File: src/rtl/jtkiwi_gfxrom_pkg.sv
// jtkiwi_gfxrom_pkg: shared types and widths for the Kiwi gfx ROM responder.
//   state_e  : fetch FSM states
//   client_e : client select (scroll / object)
//   rom_addr : client word address -> SDRAM 16-bit word address (modulo 2^21)
package jtkiwi_gfxrom_pkg;
  localparam int AW  = 18;  // client 32-bit word address width
  localparam int SAW = 21;  // SDRAM 16-bit word address width
  localparam int DW  = 32;  // client data width

  typedef enum logic [1:0] {IDLE, REQ, BEAT0, BEAT1} state_e;
  typedef enum logic {CL_SCR = 1'b0, CL_OBJ = 1'b1} client_e;

  // Each 32-bit client word is two 16-bit SDRAM words; the add wraps.
  function automatic logic [SAW-1:0] rom_addr(input logic [SAW-1:0] off,
                                              input logic [AW-1:0]  a);
    return off + {{(SAW-AW-1){1'b0}}, a, 1'b0};
  endfunction
endpackage

File: src/rtl/jtkiwi_gfxrom_if.sv
// jtkiwi_gfxrom_if: bundle of the two client ports and the SDRAM read port.
//   master : the gfx pipeline + SDRAM controller side (drives addr/cs, gnt/rdy/din)
//   slave  : the ROM responder (drives data/ok, sdram_addr/req)
interface jtkiwi_gfxrom_if;
  import jtkiwi_gfxrom_pkg::*;
  logic [AW-1:0]  scr_addr;
  logic           scr_cs;
  logic [DW-1:0]  scr_data;
  logic           scr_ok;
  logic [AW-1:0]  obj_addr;
  logic           obj_cs;
  logic [DW-1:0]  obj_data;
  logic           obj_ok;
  logic [SAW-1:0] sdram_addr;
  logic           sdram_req;
  logic           sdram_gnt;
  logic           sdram_rdy;
  logic [15:0]    sdram_din;

  modport master(output scr_addr, scr_cs, obj_addr, obj_cs, sdram_gnt, sdram_rdy, sdram_din,
                 input  scr_data, scr_ok, obj_data, obj_ok, sdram_addr, sdram_req);
  modport slave (input  scr_addr, scr_cs, obj_addr, obj_cs, sdram_gnt, sdram_rdy, sdram_din,
                 output scr_data, scr_ok, obj_data, obj_ok, sdram_addr, sdram_req);
endinterface

File: src/rtl/jtkiwi_gfxrom_line.sv
// jtkiwi_gfxrom_line: one cached 32-bit word (tag/valid/data) plus registered ok.
//   addr/cs  : client lookup            wr/wr_tag/wr_data : line write
//   inv      : clear valid (wr wins)    data  : cached word
//   match    : valid & tag==addr (comb) ok    : registered hit flag
module jtkiwi_gfxrom_line
  import jtkiwi_gfxrom_pkg::*;
(
  input  logic          clk,
  input  logic          rst,
  input  logic [AW-1:0] addr,
  input  logic          cs,
  input  logic          wr,
  input  logic [AW-1:0] wr_tag,
  input  logic [DW-1:0] wr_data,
  input  logic          inv,
  output logic [DW-1:0] data,
  output logic          match,
  output logic          ok
);
  logic [AW-1:0] tag_q, tag_d;
  logic [DW-1:0] data_q, data_d;
  logic          valid_q, valid_d, ok_q, ok_d;

  assign match = valid_q & (tag_q == addr);
  assign data  = data_q;
  assign ok    = ok_q;

  always_comb begin
    tag_d   = tag_q;
    data_d  = data_q;
    valid_d = valid_q;
    if (wr) begin
      tag_d   = wr_tag;
      data_d  = wr_data;
      valid_d = 1'b1;
    end else if (inv) begin
      valid_d = 1'b0;
    end
    // A write lands in the same edge as ok, so compare against the new tag.
    ok_d = cs & (wr ? (wr_tag == addr) : match);
  end

  always_ff @(posedge clk or posedge rst) begin
    if (rst) begin
      tag_q   <= '0;
      data_q  <= '0;
      valid_q <= 1'b0;
      ok_q    <= 1'b0;
    end else begin
      tag_q   <= tag_d;
      data_q  <= data_d;
      valid_q <= valid_d;
      ok_q    <= ok_d;
    end
  end
endmodule

File: src/rtl/jtkiwi_gfxrom.sv
// jtkiwi_gfxrom: gfx ROM responder for the scroll and object clients.
// One cached word per client; a miss fetches a two-beat 16-bit burst from SDRAM.
//   clk, rst : clock, async active-high reset
//   bus      : jtkiwi_gfxrom_if.slave (client addr/cs/data/ok, SDRAM addr/req/gnt/rdy/din)
// Optional: JTKIWI_GFXROM_PREFETCH_EN adds a per-client prefetch line that is
// filled with tag+1 of the last filled client while the FSM is otherwise idle.
module jtkiwi_gfxrom
  import jtkiwi_gfxrom_pkg::*;
#(
  parameter logic [SAW-1:0] SCR_OFFSET = 21'h00000,
  parameter logic [SAW-1:0] OBJ_OFFSET = 21'h80000
)(
  input logic             clk,
  input logic             rst,
  jtkiwi_gfxrom_if.slave  bus
);
  state_e         state_q, state_d;
  client_e        sel_q, sel_d, pri_q, pri_d;  // pri: winner of the next double miss
  logic [AW-1:0]  alat_q, alat_d;
  logic [SAW-1:0] saddr_q, saddr_d;
  logic [15:0]    stage_q, stage_d;
  logic           fill, pf_fetch;
  logic [DW-1:0]  fill_data;

  logic [1:0][AW-1:0] addr, wr_tag;
  logic [1:0][DW-1:0] data, wr_data, pdata;
  logic [1:0]         cs, match, pmatch, phit, miss, wr, ok;

`ifdef JTKIWI_GFXROM_PREFETCH_EN
  logic          pf_q, pf_d, pend_q, pend_d;
  client_e       pcl_q, pcl_d;
  logic [AW-1:0] ptag_q, ptag_d;
  logic [1:0]    pok;
  assign pf_fetch = pf_q;
`else
  assign pf_fetch = 1'b0;
`endif

  assign addr[CL_SCR] = bus.scr_addr;
  assign addr[CL_OBJ] = bus.obj_addr;
  assign cs[CL_SCR]   = bus.scr_cs;
  assign cs[CL_OBJ]   = bus.obj_cs;
  assign fill_data    = {bus.sdram_din, stage_q};

  for (genvar c = 0; c < 2; c++) begin : g_cl
    logic fill_main;
    assign fill_main  = fill & (sel_q == client_e'(c)) & ~pf_fetch;
    // Prefetch hits are copied into the main line tagged with the client addr.
    assign wr[c]      = fill_main | phit[c];
    assign wr_tag[c]  = fill_main ? alat_q : addr[c];
    assign wr_data[c] = fill_main ? fill_data : pdata[c];
    assign miss[c]    = cs[c] & ~match[c] & ~pmatch[c];

    jtkiwi_gfxrom_line u_main (
      .clk, .rst, .addr(addr[c]), .cs(cs[c]), .wr(wr[c]), .wr_tag(wr_tag[c]),
      .wr_data(wr_data[c]), .inv(1'b0), .data(data[c]), .match(match[c]), .ok(ok[c])
    );
`ifdef JTKIWI_GFXROM_PREFETCH_EN
    assign phit[c] = cs[c] & ~match[c] & pmatch[c] & ~fill_main;
    jtkiwi_gfxrom_line u_pf (
      .clk, .rst, .addr(addr[c]), .cs(cs[c]),
      .wr(fill & (sel_q == client_e'(c)) & pf_q), .wr_tag(alat_q), .wr_data(fill_data),
      .inv(phit[c]), .data(pdata[c]), .match(pmatch[c]), .ok(pok[c])
    );
`else
    assign phit[c]   = 1'b0;
    assign pmatch[c] = 1'b0;
    assign pdata[c]  = '0;
`endif
  end

  // State register
  always_ff @(posedge clk or posedge rst) begin
    if (rst) begin
      state_q <= IDLE;
      sel_q   <= CL_SCR;
      pri_q   <= CL_SCR;
      alat_q  <= '0;
      saddr_q <= '0;
      stage_q <= '0;
`ifdef JTKIWI_GFXROM_PREFETCH_EN
      pf_q    <= 1'b0;
      pend_q  <= 1'b0;
      pcl_q   <= CL_SCR;
      ptag_q  <= '0;
`endif
    end else begin
      state_q <= state_d;
      sel_q   <= sel_d;
      pri_q   <= pri_d;
      alat_q  <= alat_d;
      saddr_q <= saddr_d;
      stage_q <= stage_d;
`ifdef JTKIWI_GFXROM_PREFETCH_EN
      pf_q    <= pf_d;
      pend_q  <= pend_d;
      pcl_q   <= pcl_d;
      ptag_q  <= ptag_d;
`endif
    end
  end

  // Next state
  always_comb begin
    state_d = state_q;
    sel_d   = sel_q;
    pri_d   = pri_q;
    alat_d  = alat_q;
    saddr_d = saddr_q;
    stage_d = stage_q;
`ifdef JTKIWI_GFXROM_PREFETCH_EN
    pf_d    = pf_q;
    pend_d  = pend_q;
    pcl_d   = pcl_q;
    ptag_d  = ptag_q;
`endif
    case (state_q)
      IDLE: begin
        if (|miss) begin
          if (&miss) begin
            sel_d = pri_q;
            pri_d = client_e'(~pri_q);
          end else begin
            sel_d = miss[CL_SCR] ? CL_SCR : CL_OBJ;
          end
          alat_d  = addr[sel_d];
          state_d = REQ;
`ifdef JTKIWI_GFXROM_PREFETCH_EN
          pf_d    = 1'b0;
        end else if (pend_q) begin
          sel_d   = pcl_q;
          alat_d  = ptag_q + AW'(1);
          pf_d    = 1'b1;
          pend_d  = 1'b0;
          state_d = REQ;
`endif
        end
        saddr_d = (state_d == REQ)
                ? rom_addr((sel_d == CL_SCR) ? SCR_OFFSET : OBJ_OFFSET, alat_d) : saddr_q;
      end
      REQ:   if (bus.sdram_gnt) state_d = BEAT0;
      BEAT0: if (bus.sdram_rdy) begin
        stage_d = bus.sdram_din;
        state_d = BEAT1;
      end
      BEAT1: if (bus.sdram_rdy) begin
        state_d = IDLE;
`ifdef JTKIWI_GFXROM_PREFETCH_EN
        if (!pf_q) begin
          pend_d = 1'b1;
          pcl_d  = sel_q;
          ptag_d = alat_q;
        end
`endif
      end
      default: state_d = IDLE;
    endcase
  end

  // Outputs
  always_comb begin
    fill           = (state_q == BEAT1) & bus.sdram_rdy;
    bus.sdram_req  = (state_q == REQ);
    bus.sdram_addr = saddr_q;
    bus.scr_data   = data[CL_SCR];
    bus.scr_ok     = ok[CL_SCR];
    bus.obj_data   = data[CL_OBJ];
    bus.obj_ok     = ok[CL_OBJ];
  end
endmodule

File: src/flat_wrapper.sv
// flat-port wrapper written by rule: the top's interface ports become plain ports
module jtkiwi_gfxrom_flat import jtkiwi_gfxrom_pkg::*;
#(
  parameter logic [SAW-1:0] SCR_OFFSET = 21'h00000,
  parameter logic [SAW-1:0] OBJ_OFFSET = 21'h80000
)
  (clk, rst, bus_scr_addr, bus_scr_cs, bus_obj_addr, bus_obj_cs, bus_sdram_gnt, bus_sdram_rdy, bus_sdram_din, bus_scr_data, bus_scr_ok, bus_obj_data, bus_obj_ok, bus_sdram_addr, bus_sdram_req);
  jtkiwi_gfxrom_if bus_i ();
  input logic clk;
  input logic rst;
  input wire logic [$bits(bus_i.scr_addr)-1:0] bus_scr_addr;
  input wire logic [$bits(bus_i.scr_cs)-1:0] bus_scr_cs;
  input wire logic [$bits(bus_i.obj_addr)-1:0] bus_obj_addr;
  input wire logic [$bits(bus_i.obj_cs)-1:0] bus_obj_cs;
  input wire logic [$bits(bus_i.sdram_gnt)-1:0] bus_sdram_gnt;
  input wire logic [$bits(bus_i.sdram_rdy)-1:0] bus_sdram_rdy;
  input wire logic [$bits(bus_i.sdram_din)-1:0] bus_sdram_din;
  output wire logic [$bits(bus_i.scr_data)-1:0] bus_scr_data;
  output wire logic [$bits(bus_i.scr_ok)-1:0] bus_scr_ok;
  output wire logic [$bits(bus_i.obj_data)-1:0] bus_obj_data;
  output wire logic [$bits(bus_i.obj_ok)-1:0] bus_obj_ok;
  output wire logic [$bits(bus_i.sdram_addr)-1:0] bus_sdram_addr;
  output wire logic [$bits(bus_i.sdram_req)-1:0] bus_sdram_req;
  assign bus_i.scr_addr = bus_scr_addr;
  assign bus_i.scr_cs = bus_scr_cs;
  assign bus_i.obj_addr = bus_obj_addr;
  assign bus_i.obj_cs = bus_obj_cs;
  assign bus_i.sdram_gnt = bus_sdram_gnt;
  assign bus_i.sdram_rdy = bus_sdram_rdy;
  assign bus_i.sdram_din = bus_sdram_din;
  assign bus_scr_data = bus_i.scr_data;
  assign bus_scr_ok = bus_i.scr_ok;
  assign bus_obj_data = bus_i.obj_data;
  assign bus_obj_ok = bus_i.obj_ok;
  assign bus_sdram_addr = bus_i.sdram_addr;
  assign bus_sdram_req = bus_i.sdram_req;
  jtkiwi_gfxrom #(.SCR_OFFSET(SCR_OFFSET), .OBJ_OFFSET(OBJ_OFFSET)) u_core (.clk(clk), .rst(rst), .bus(bus_i));
endmodule
File: config.mk
export PLATFORM = sky130hd
export DESIGN_NAME = jtkiwi_gfxrom_flat
export DESIGN_NICKNAME = d
export VERILOG_FILES = /design/src/rtl/jtkiwi_gfxrom_pkg.sv /design/src/rtl/jtkiwi_gfxrom_if.sv /design/src/rtl/jtkiwi_gfxrom_line.sv /design/src/rtl/jtkiwi_gfxrom.sv /design/src/flat_wrapper.sv
export SDC_FILE = /design/constraint.sdc
export NUM_CORES = 1
export LEC_CHECK = 0
export ABC_AREA = 1
export CORE_MARGIN = 10
export CORE_UTILIZATION = 57
export CTS_CLUSTER_SIZE = 24
export DETAILED_ROUTE_END_ITERATION = 16
export PLACE_DENSITY = 0.86
export SLEW_MARGIN = 20
export SYNTH_ARGS = -nofsm -noshare
export SYNTH_HDL_FRONTEND = slang
export SYNTH_SLANG_ARGS = --single-unit
File: constraint.sdc
create_clock -name clk -period 18.6 [get_ports clk]
set_input_delay 4.65 -clock clk [delete_from_list [all_inputs] [get_ports clk]]
set_output_delay 4.65 -clock clk [all_outputs]
set_load 0.05 [all_outputs]
# Yosys cells after proc, flatten, opt, wreduce, memory -nomap -nowiden
# Cells that the tools add are included.
# word_totals
regBits	163
inputBits	58
out_inout_bits	88
word_cells	68
# op_classes
add_sub_neg	1
magnitude_cmp	1
n_eq_ne	11
muxes	21
bitwise_logic	13
reduce_logical	7
# op_table
cell	n
18-bit two-way mux	6
18-bit equality test	4
21-bit by 19-bit adder with 21-bit output	1
20-bit two-way mux	1
2-bit two-way mux	5
1-bit bitwise AND	9
1-bit two-way mux	8
2-bit one-hot mux with 4 select lines	1
2-bit != test, second input constant	3
2-bit AND reduction	3
2-bit by 1-bit equality test with 1-bit output, second input constant	2
2-bit equality test, second input constant	2
1-bit inverter	4
4-bit AND reduction	1
3-bit AND reduction	1
2-bit logical NOT	1
1-bit by 2-bit less-than comparator with 1-bit output, second input constant	1
2-bit OR reduction	1

# Logic depth before layout (Yosys ltp)
# Gate-level depths: netlist of run 1.
# depth
ltp_word	13
mapped_depth	16

# Hierarchy
# A second synthesis of run 1 with hierarchy kept.
# hier_totals
hier_cells	1264
area_unflattened_um2	8834.7
# modules_own_cells
module	n_inst	cells_per_inst	area_per_inst_um2	seq_area_each_um2
jtkiwi_gfxrom_line	2	345	2513.7	1301.2
jtkiwi_gfxrom	1	574	3807.4	1426.4

# Least setup slack after synthesis of run 1
# No wires, ideal clock.
# synth_path
kind	input to register
startpoint	in bus_obj_addr[10]
endpoint	reg u_core.saddr_q[10], in the netlist u_core.bus.sdram_addr[10]
setup_ns	0.118
arrival_time_ns	5.800
required_ns	18.482
path_slack_ns	12.683
cell_stages	15
path_buffers	1
cell_sequence	inv_1 nor2_1 nor2_1 nand3_1 nor2_1 nand3_4 nand2_4 nand2_4 inv_6 nand2_4 nand2_4 inv_4 buf_6 nand2_1 nand2_1
# synth_via
elab_chain_cells	13
# synth_lines
item	line_no	source
from (decl)	flat_wrapper.sv:13	input wire logic [$bits(bus_i.obj_addr)-1:0] bus_obj_addr;
18-bit equality test (*)	jtkiwi_gfxrom_line.sv:24	assign match = valid_q & (tag_q == addr);
1-bit bitwise AND (*)	jtkiwi_gfxrom_line.sv:24	
1-bit inverter (*)	jtkiwi_gfxrom.sv:52	assign miss[c] = cs[c] & ~match[c] & ~pmatch[c];
1-bit bitwise AND (*)	jtkiwi_gfxrom.sv:52	
2-bit AND reduction	jtkiwi_gfxrom.sv:120	if (&miss) begin
1-bit two-way mux	jtkiwi_gfxrom.sv:120	
1-bit two-way mux	jtkiwi_gfxrom.sv:119	if (|miss) begin
1-bit two-way mux	jtkiwi_gfxrom.sv:117	case (state_q)
18-bit two-way mux (not written as such) (2 in a row)	jtkiwi_gfxrom.sv:126	alat_d = addr[sel_d];
18-bit two-way mux	jtkiwi_gfxrom.sv:119	
18-bit two-way mux	jtkiwi_gfxrom.sv:117	
21-bit by 19-bit adder with 21-bit output	jtkiwi_gfxrom_pkg.sv:16	return off + {{(SAW-AW-1){1'b0}}, a, 1'b0};
to (signal assigned)	jtkiwi_gfxrom.sv:92	saddr_q <= saddr_d;
to (decl)	jtkiwi_gfxrom.sv:20	logic [SAW-1:0] saddr_q, saddr_d;
# Mark *: on every way between the ends. The rest lies on a longest branch, timed or not. The select of a mux whose other input is x is not followed.
# A chain may end at the register's enable or synchronous reset.

# Final worst setup path of run 1
# layout_path
startpoint	in bus_obj_addr[1]
endpoint	reg u_core.saddr_q[10], in the netlist u_core.bus.sdram_addr[10]
# layout_via
elab_chain_cells	13
# layout_lines
item	line_no
18-bit equality test	jtkiwi_gfxrom_line.sv:24
1-bit bitwise AND	jtkiwi_gfxrom_line.sv:24
1-bit inverter	jtkiwi_gfxrom.sv:52
1-bit bitwise AND	jtkiwi_gfxrom.sv:52
2-bit AND reduction	jtkiwi_gfxrom.sv:120
1-bit two-way mux	jtkiwi_gfxrom.sv:120
1-bit two-way mux	jtkiwi_gfxrom.sv:119
1-bit two-way mux	jtkiwi_gfxrom.sv:117
18-bit two-way mux (not written as such) (2 in a row)	jtkiwi_gfxrom.sv:126
18-bit two-way mux	jtkiwi_gfxrom.sv:119
18-bit two-way mux	jtkiwi_gfxrom.sv:117
21-bit by 19-bit adder with 21-bit output	jtkiwi_gfxrom_pkg.sv:16
# Parallel ways exist; a longest one is shown, timed or not. The select of a mux whose other input is x is not followed.

==> impl_metrics.toml, run 1 <==
[floorplanning]
start_util_pct = 58.2
die_w_microns = 139
die_h_microns = 139
rows = 43
ios = 146
die_area_sq_mm = 0.0194
core_region_area_sq_mm = 0.0139

[finish]
layout-area-overhead-vs-synth_pct = 25.6
final_cells = 1369
final_layout_size_suffix_gt1_share_pct = 7.06
final_common_cell = "nand2_1"
multi_input_area_sq_mm = 0.00332
num_antenna_cells = 0
fin_nets = 1239
final_cell_mix = "nand2_1, dfrtp_1, clkdlybuf4s50_1"
fillers = 1029
fin_util_pct = 73.1
layout.area.seq_sq_mm = 0.00403

[yosys]
async_flop_share_pct = 100
synth_top_area_share_pct = 49.7
synth-edff-count = 0
syn_area_sq_mm = 0.00811
syn_inst = 1048
ys_top_cells_by_area = "dfrtp_1, nand2_1, o21ai_0, inv_1, nor2_1"
yosysWarnings = 0
yosysSeqAreaShare_pct = 49.7
ys_ff_latch = 161
synthFlopType = "dfrtp_1"
syn_avg_cell_area_sq_um = 7.74
synth_largest_area_cell = "dfrtp_1"
yosysUniqueCellTypes = 45

[clock_tree]
htreeDepth = 4
tritoncts = "yes"
cts_buffers = 17
worstSkewPairLatency_ns = 0.43
clk_path_buf_depth = 2
path_clk_slew_ns = 0.07
cts_hold_buf = 0
cts.sinks = 161
cts-resized-gates = 0
post-cts-setup-buffers = 0
ctsRootBufferMaster = "clkbuf_16"

[worst_setup_path]
crit_family = "simple AND/OR/NAND/NOR gates"
crit_fanout = 21
crit_top_cell = "nand2_1"
crit_path_cell_trace = "clkdlybuf4s50_1 > inv_2 > nand2_1 > nand2_1 > nor2_1 > nand2_1 > nor2_2 > nand3_4 > nand2_4 > nand2_4 > inv_6 > nand2_4 > nand2_4 > inv_4 > nand2_1 > nand2_1"
path_class = "input port to flop"
cp.arrival_ns = 7.09
critPathSlowestCell = "clkdlybuf4s50_1"
rrSetupSlack_ns = 15.71
worst_setup_path_start_kind = "input port"
required_ns = 18.92
max_stage_delay_ns = 0.61
cp_num_buf_inv = 4
end_kind = "flop"

[placement]
hpwl_mm = 17.1
io_buffers = 143
gp_congestion = 0.940
dp.cells = 1337

[sta]
setup_viol = 0
hold_viol = 0
tightest_slew_ns = 0.974
whs_ns = 0.484
drv_slew = 0
skew_ns = 0.00930
rsz0062_at_grt = "no"
min_period_over_period_pct = 36.4
fin_setup_tns_ns = 0
max_freq_ghz = 0.148
min_period_ns = 6.77
maxSlewHeadroom_pct = 34.9

[power]
power.density_mw_per_mm2 = 186
leakage_nw = 5.11
irDropWorstVdd_v = 0.000136
total_power_mw = 1.89

[global_route]
antenna_found_initial = 0
grt_max_degree = 86
grtUsageTotal_pct = 24.0
grt_pass1_wl_mm = 38.0
overflow = 0
grt_pass1_vias = 7217

[route]
firstDrtPassIters = 5
postRouteWirelength_mm = 23.6
drt_iter0_drc = 807
drc = 0
wl_per_cell_microns = 17.2
ant_nets = 0
viasPerCell = 5.45
via_count = 7455

[run]
maxCapViolCount = 0

[hold_path]
hold_path.class = "flop to flop"

[run_status]
status = "completed"
[worst reg2reg max path: stages (launching register included)]
cell and delay (ns):
dfrtp_1 0.42, inv_1 0.17, ha_1 0.81, clkinv_1 0.83, nor3_1 0.40, xor2_1 0.19
[cells in the mapped netlist (2+ instances only)]
master,n
buf_6,4
buf_2,9
o21ai_0,120
o22ai_1,11
ha_1,5
inv_1,138
dfrtp_1,161
nand2_1,358
o21ai_1,3
nand3_2,20
nor3_1,6
nor3b_1,2
buf_4,5
xor2_1,5
nor2_1,62
nor2_2,2
nand4_1,12
clkbuf_1,18
nand3_4,2
xnor2_1,6
buf_1,3
a21oi_1,5
or2_1,2
o21bai_1,7
o2111ai_1,3
nand3_1,45
inv_2,10
nand2_2,2
nor4b_1,2
nand2_4,5
[final cells by class]
| class | instances | area share, % |
|---|---|---|
| Clock inverter | 14 | 1.40 |
| Timing Repair Buffer | 147 | 14.4 |
| Multi-Input combinational cell | 698 | 32.6 |
| Clock buffer | 18 | 4.21 |
| Tap cell | 180 | 2.21 |
| Inverter | 151 | 5.69 |
| Sequential cell | 161 | 39.5 |
[final timing paths]
kind,start,end,cells after the start
worst max-delay path,bus_obj_addr[1],u_core.bus.sdram_addr[10],16
worst min-delay path,u_core.stage_q[8],u_core.stage_q[8],2
worst max register to register,u_core.state_q[0],u_core.pri_q,5
worst min register to register,u_core.stage_q[8],u_core.stage_q[8],2
max in group asynchronous,rst,u_core.g_cl[0].u_main.data[22],3
min in group asynchronous,rst,u_core.g_cl[1].u_main.tag_q[1],2
[report_power, final]
group | leakage (nW) | internal (mW) | switching (mW)
combinational | 2.86 | 0.289 | 0.620
sequential | 1.99 | 0.510 | 0.128
clock | 0.265 | 0.188 | 0.155
[registers in the layout (all words and copies together), names as in the netlist]
register,count
u_core.stage_q,16
u_core.alat_q,18
u_core.g_cl.u_main.data,64
u_core.sel_q,1
u_core.g_cl.u_main.valid_q,2
u_core.bus.sdram_addr,19
u_core.g_cl.u_main.tag_q,36
u_core.state_q,2
u_core.pri_q,1
u_core.g_cl.u_main.ok,2
[through the flow]
stage	area [sq um]	setup slack, ns
floorplan	8120	9.60
global placement	9610	11.55
detailed placement	9610	11.48
CTS	10200	11.92
global route	10200	11.69
finish	10200	11.83
[cell families after synthesis]
group | count (synthesis) | share of synthesized area (%)
adders and majority gates | 5 | 0.771
other | 1 | 0.0462
DFF | 161 | 49.7
AOI/OAI and AO/OA | 154 | 10.2
and+or+nand+nor | 526 | 28.5
xor gates and xnor gates | 11 | 1.19
buffers and inverters | 190 | 9.62
[routing by layer]
layer	vias to the layer above	wire length (microns)	GRT usage [%]
met5	-	0	0
met4	0	717	9.72
met3	60	2360	7.96
met2	384	11100	38.0
met1	3478	9440	29.5
li1	3533	-	-
No activity file was read; power rests on OpenSTA's default activity.
==> run 2: changes to the inputs <==
CORE_UTILIZATION = 48   (was 57)
PLACE_DENSITY = 0.77   (was 0.86)
clock period = 5.9 ns   (was 18.6 ns; I/O delays follow)
==> impl_metrics.toml, run 2 (synthesized netlist as in run 1, its figures left out) <==
[run_status]
status = "completed"

[hold_path]
hold_path.class = "flop to flop"
min_from = "u_core.g_cl[1].u_main.data[10]"

[worst_setup_path]
r2r-start = "u_core.state_q[0]"
crit_start = "bus_obj_addr[5]"
crit_path_cell_trace = "clkdlybuf4s50_1 > inv_1 > nand2_1 > nand2_1 > nor2_1 > nand2_1 > nor2_2 > nand3_4 > nand2_4 > nand2_4 > inv_6 > nand2_4 > nand2_4 > inv_4 > nand2_1 > nand2_1"
critPathSlowestCell = "clkdlybuf4s50_1"
path_class = "input port to flop"
cp.arrival_ns = 3.89
end_kind = "flop"
crit_family = "simple AND/OR/NAND/NOR gates"
cp_num_buf_inv = 4
crit_fanout = 21
required_ns = 6.22
max_stage_delay_ns = 0.62
worst_setup_path_start_kind = "input port"
crit_top_cell = "nand2_1"

[sta]
tightest_slew_ns = 0.989
maxSlewHeadroom_pct = 33.9
max_freq_ghz = 0.280
hold_viol = 0
min_period_ns = 3.57
skew_ns = 0.00658
rsz0062_at_grt = "no"
fin_setup_tns_ns = 0
whs_ns = 0.482
drv_slew = 0
min_period_over_period_pct = 60.5
setup_viol = 0

[finish]
fillers = 1453
layout-area-overhead-vs-synth_pct = 26.9
final_cell_mix = "nand2_1, dfrtp_1, clkdlybuf4s50_1"
fin_nets = 1241
final_common_cell = "nand2_1"
fin_util_pct = 62.1
final_layout_size_suffix_gt1_share_pct = 7.30
largest_register_ffs = 64

[clock_tree]
cts_buffers = 17
cts_hold_buf = 0
worstSkewPairLatency_ns = 0.43
cts-resized-gates = 0
path_clk_slew_ns = 0.07
clk_path_buf_depth = 2
cts.sinks = 161
htreeDepth = 4
tritoncts = "yes"
post-cts-setup-buffers = 0
ctsRootBufferMaster = "clkbuf_16"

[placement]
gp_congestion = 0.961
hpwl_mm = 17.6
io_buffers = 143

[floorplanning]
die_area_sq_mm = 0.0225
rows = 47
die_w_microns = 150
core_region_area_sq_mm = 0.0166
start_util_pct = 48.9
ios = 146
die_h_microns = 150

[route]
via_count = 7337
postRouteWirelength_mm = 24.0
firstDrtPassIters = 5
drt_iter0_drc = 553
ant_nets = 0
wl_per_cell_microns = 17.0
drc = 0
viasPerCell = 5.20

[global_route]
grt_pass1_wl_mm = 38.2
antenna_found_initial = 1
overflow = 0
grt_max_degree = 102
grt_pass1_vias = 7230
grtUsageTotal_pct = 21.5

[power]
irDropWorstVdd_v = 0.000393
power.density_mw_per_mm2 = 584
leakage_nw = 5.15

[run]
maxCapViolCount = 0
-- run 2: cell types whose count changed in the layout (fill, tap and decap cells not counted) --
cell	change
clkinv_2	+1
clkbuf_1	-1
clkinvlp_4	-5
clkinv_8	+5
inv_6	-1
clkinv_4	+1
buf_6	-1
inv_1	-1
diode_2	+1
buf_4	+3
clkinv_1	+1
-- run 2: final timing paths --
check / to / slack, ns / cells after the start
max: u_core.bus.sdram_addr[2] / 2.33 / 16
min: u_core.g_cl[1].u_main.data[10] / 0.48 / 2
max reg2reg: u_core.pri_q / 2.89 / 5
min reg2reg: u_core.g_cl[1].u_main.data[10] / 0.48 / 2
max in group asynchronous: u_core.g_cl[0].u_main.tag_q[4] / 3.31 / 3
min in group asynchronous: u_core.g_cl[1].u_main.data[14] / 1.61 / 2
-- run 2: tightest hold or removal path, delay by kind of cell, from the launching register on --
family	cells	cell delay, ns
compound gates	1	0.06
flops	1	0.34
simple gates	1	0.05
-- run 2: final cells by class --
| type | count | area, sq um | area share [%] |
|---|---|---|---|
| clock buffers | 17 | 425 | 4.13 |
| inverters | 151 | 579 | 5.63 |
| repair buffers | 149 | 1480 | 14.3 |
| flip-flops and latches | 161 | 4030 | 39.1 |
| diodes | 1 | 2.50 | 0.0243 |
| multi-input cells | 698 | 3320 | 32.2 |
| clock inverters | 15 | 191 | 1.86 |
| well taps | 220 | 275 | 2.67 |
-- run 2: layer usage --
layer,global-route usage (%),share of wire (%),vias up
met5,0,0,-
met2,34.4,46,316
met3,8.54,10,63
met4,8.26,3.1,0
li1,-,-,3538
met1,25.5,40,3420
-- run 2: where the power goes --
part	internal, mW	switching [mW]	total, mW
registers	1.61	0.415	2.02
clock network	0.611	0.522	1.13
logic	0.911	1.94	2.85
-- run 2: per-stage QoR --
stage / total power [mW] / cells / instance area, sq um / setup slack (ns)
6_report: 6.01 / 1412 / 10300 / 2.33
5_1_grt: 6.39 / 1412 / 10300 / 2.13
4_1_cts: 6.03 / 1411 / 10300 / 2.37
3_5_place_dp: 4.87 / 1379 / 9680 / 1.93
3_3_place_gp: 4.82 / 1379 / 9680 / 2.00
2_1_floorplan: 3.88 / 1049 / 8120 / 0.0767
==> run 3: changes to the inputs <==
CORE_UTILIZATION = 53   (was 48)
PLACE_DENSITY = 0.8   (was 0.77)
clock period = 3.3 ns   (was 5.9 ns; I/O delays follow)
==> impl_metrics.toml, run 3 (synthesized netlist as in run 1, its figures left out) <==
[route]
ant_nets = 0
via_count = 7315
drc = 0
wl_per_cell_microns = 17.7
drt_iter0_drc = 619
firstDrtPassIters = 5
viasPerCell = 5.26
postRouteWirelength_mm = 24.7

[run]
maxCapViolCount = 0

[finish]
layout-area-overhead-vs-synth_pct = 28.3
largest_register_ffs = 64
final_common_cell = "nand2_1"
final_layout_size_suffix_gt1_share_pct = 8.31
fin_nets = 1254
num_antenna_cells = 0
fin_util_pct = 69.0
final_cell_mix = "nand2_1, dfrtp_1, clkdlybuf4s50_1"
final_cells = 1392
design_area_sq_mm = 0.0104

[sta]
maxSlewHeadroom_pct = 41.1
max_freq_ghz = 0.350
rsz0062_at_grt = "no"
drv_slew = 0
min_period_ns = 2.86
hold_viol = 0
min_period_over_period_pct = 86.6
tightest_slew_ns = 0.881
setup_viol = 0
fin_setup_tns_ns = 0
skew_ns = 0.0105

[clock_tree]
cts.sinks = 161
post-cts-setup-buffers = 0
path_clk_slew_ns = 0.07
htreeDepth = 4
cts_hold_buf = 0
clk_path_buf_depth = 2
ctsRootBufferMaster = "clkbuf_16"
cts-resized-gates = 0
tritoncts = "yes"
worstSkewPairLatency_ns = 0.44
cts_buffers = 17

[worst_setup_path]
r2r-start = "u_core.state_q[0]"
rrSetupSlack_ns = 0.99
cp.arrival_ns = 2.03
required_ns = 2.47
worst-r2r-cell-count = 6
worstReg2RegEnd = "u_core.pri_q"
crit_start = "u_core.state_q[1]"
worst_setup_path_start_kind = "flop"
cp-endpoint = "bus_sdram_req"
end_kind = "output port"
crit_fanout = 5
path_class = "flop to output port"

[floorplanning]
rows = 45
die_area_sq_mm = 0.0207
die_h_microns = 144
ios = 146
start_util_pct = 53.8
core_region_area_sq_mm = 0.0151
die_w_microns = 144

[global_route]
grtUsageTotal_pct = 24.4
overflow = 0
antenna_found_initial = 0
grt_pass1_wl_mm = 39.4
grt_pass1_vias = 7356
grt_max_degree = 67

[placement]
hpwl_mm = 18.3
gp_congestion = 0.934
io_buffers = 143
dpl_cell_area_sq_mm = 0.00977
dp.cells = 1360

[power]
power.density_mw_per_mm2 = 1050
irDropWorstVdd_v = 0.000802
leakage_nw = 5.23

[run_status]
status = "completed"

[hold_path]
hold_path.class = "flop to flop"
run 3: metal layers:
metal  vias up  wire, microns  track usage [%]
met3        26           2160             8.35
met1      3471          10500             30.2
met2       247          11600             39.3
met5         -              0                0
li1       3571              -                -
met4         0            427             7.85
run 3: how the worst min path moves through the flow:
stage | startpoint | endpoint | slack [ns] | cells after the start
floorplan | u_core.g_cl[0].u_main.valid_q | u_core.g_cl[0].u_main.valid_q | 0.43 | 2
global placement | u_core.g_cl[1].u_main.data[4] | u_core.g_cl[1].u_main.data[4] | 0.47 | 2
detailed placement | u_core.bus.sdram_addr[2] | u_core.bus.sdram_addr[2] | 0.47 | 2
CTS | u_core.bus.sdram_addr[2] | u_core.bus.sdram_addr[2] | 0.49 | 2
global route | u_core.stage_q[2] | u_core.stage_q[2] | 0.50 | 2
finish | u_core.g_cl[1].u_main.data[15] | u_core.g_cl[1].u_main.data[15] | 0.49 | 2
run 3: through the flow:
| stage | hold slack (ns) | power [mW] | worst slack, ns |
|---|---|---|---|
| 3_3_place_gp | 0.465 | 8.67 | 0.143 |
| 6_report | 0.486 | 10.9 | 0.441 |
| 5_1_grt | 0.504 | 11.6 | 0.373 |
| 3_5_place_dp | 0.469 | 8.75 | 0.207 |
| 2_1_floorplan | 0.434 | 6.94 | 0.432 |
| 4_1_cts | 0.487 | 10.9 | 0.415 |
run 3: area by class of cell:
cell class              count  area [sq um]
clock buffers              17           425
clock inverters            15           215
fillers                  1223          4680
inverters                 151           578
multi-input cells         698          3320
flip-flops and latches    161          4030
well taps                 188           235
repair buffers            162          1610
run 3: worst max-delay path: stages, from the launching register on:
cell and delay (ns):
dfrtp_1 0.40, inv_1 0.15, ha_1 0.21, clkdlybuf4s50_1 0.84
run 3: where the power goes:
part           switching (mW)  total [mW]  internal [mW]
registers               0.742        3.62           2.87
logic                    3.50        5.16           1.66
clock network           0.914        2.15           1.23
total                    5.16        10.9           5.77
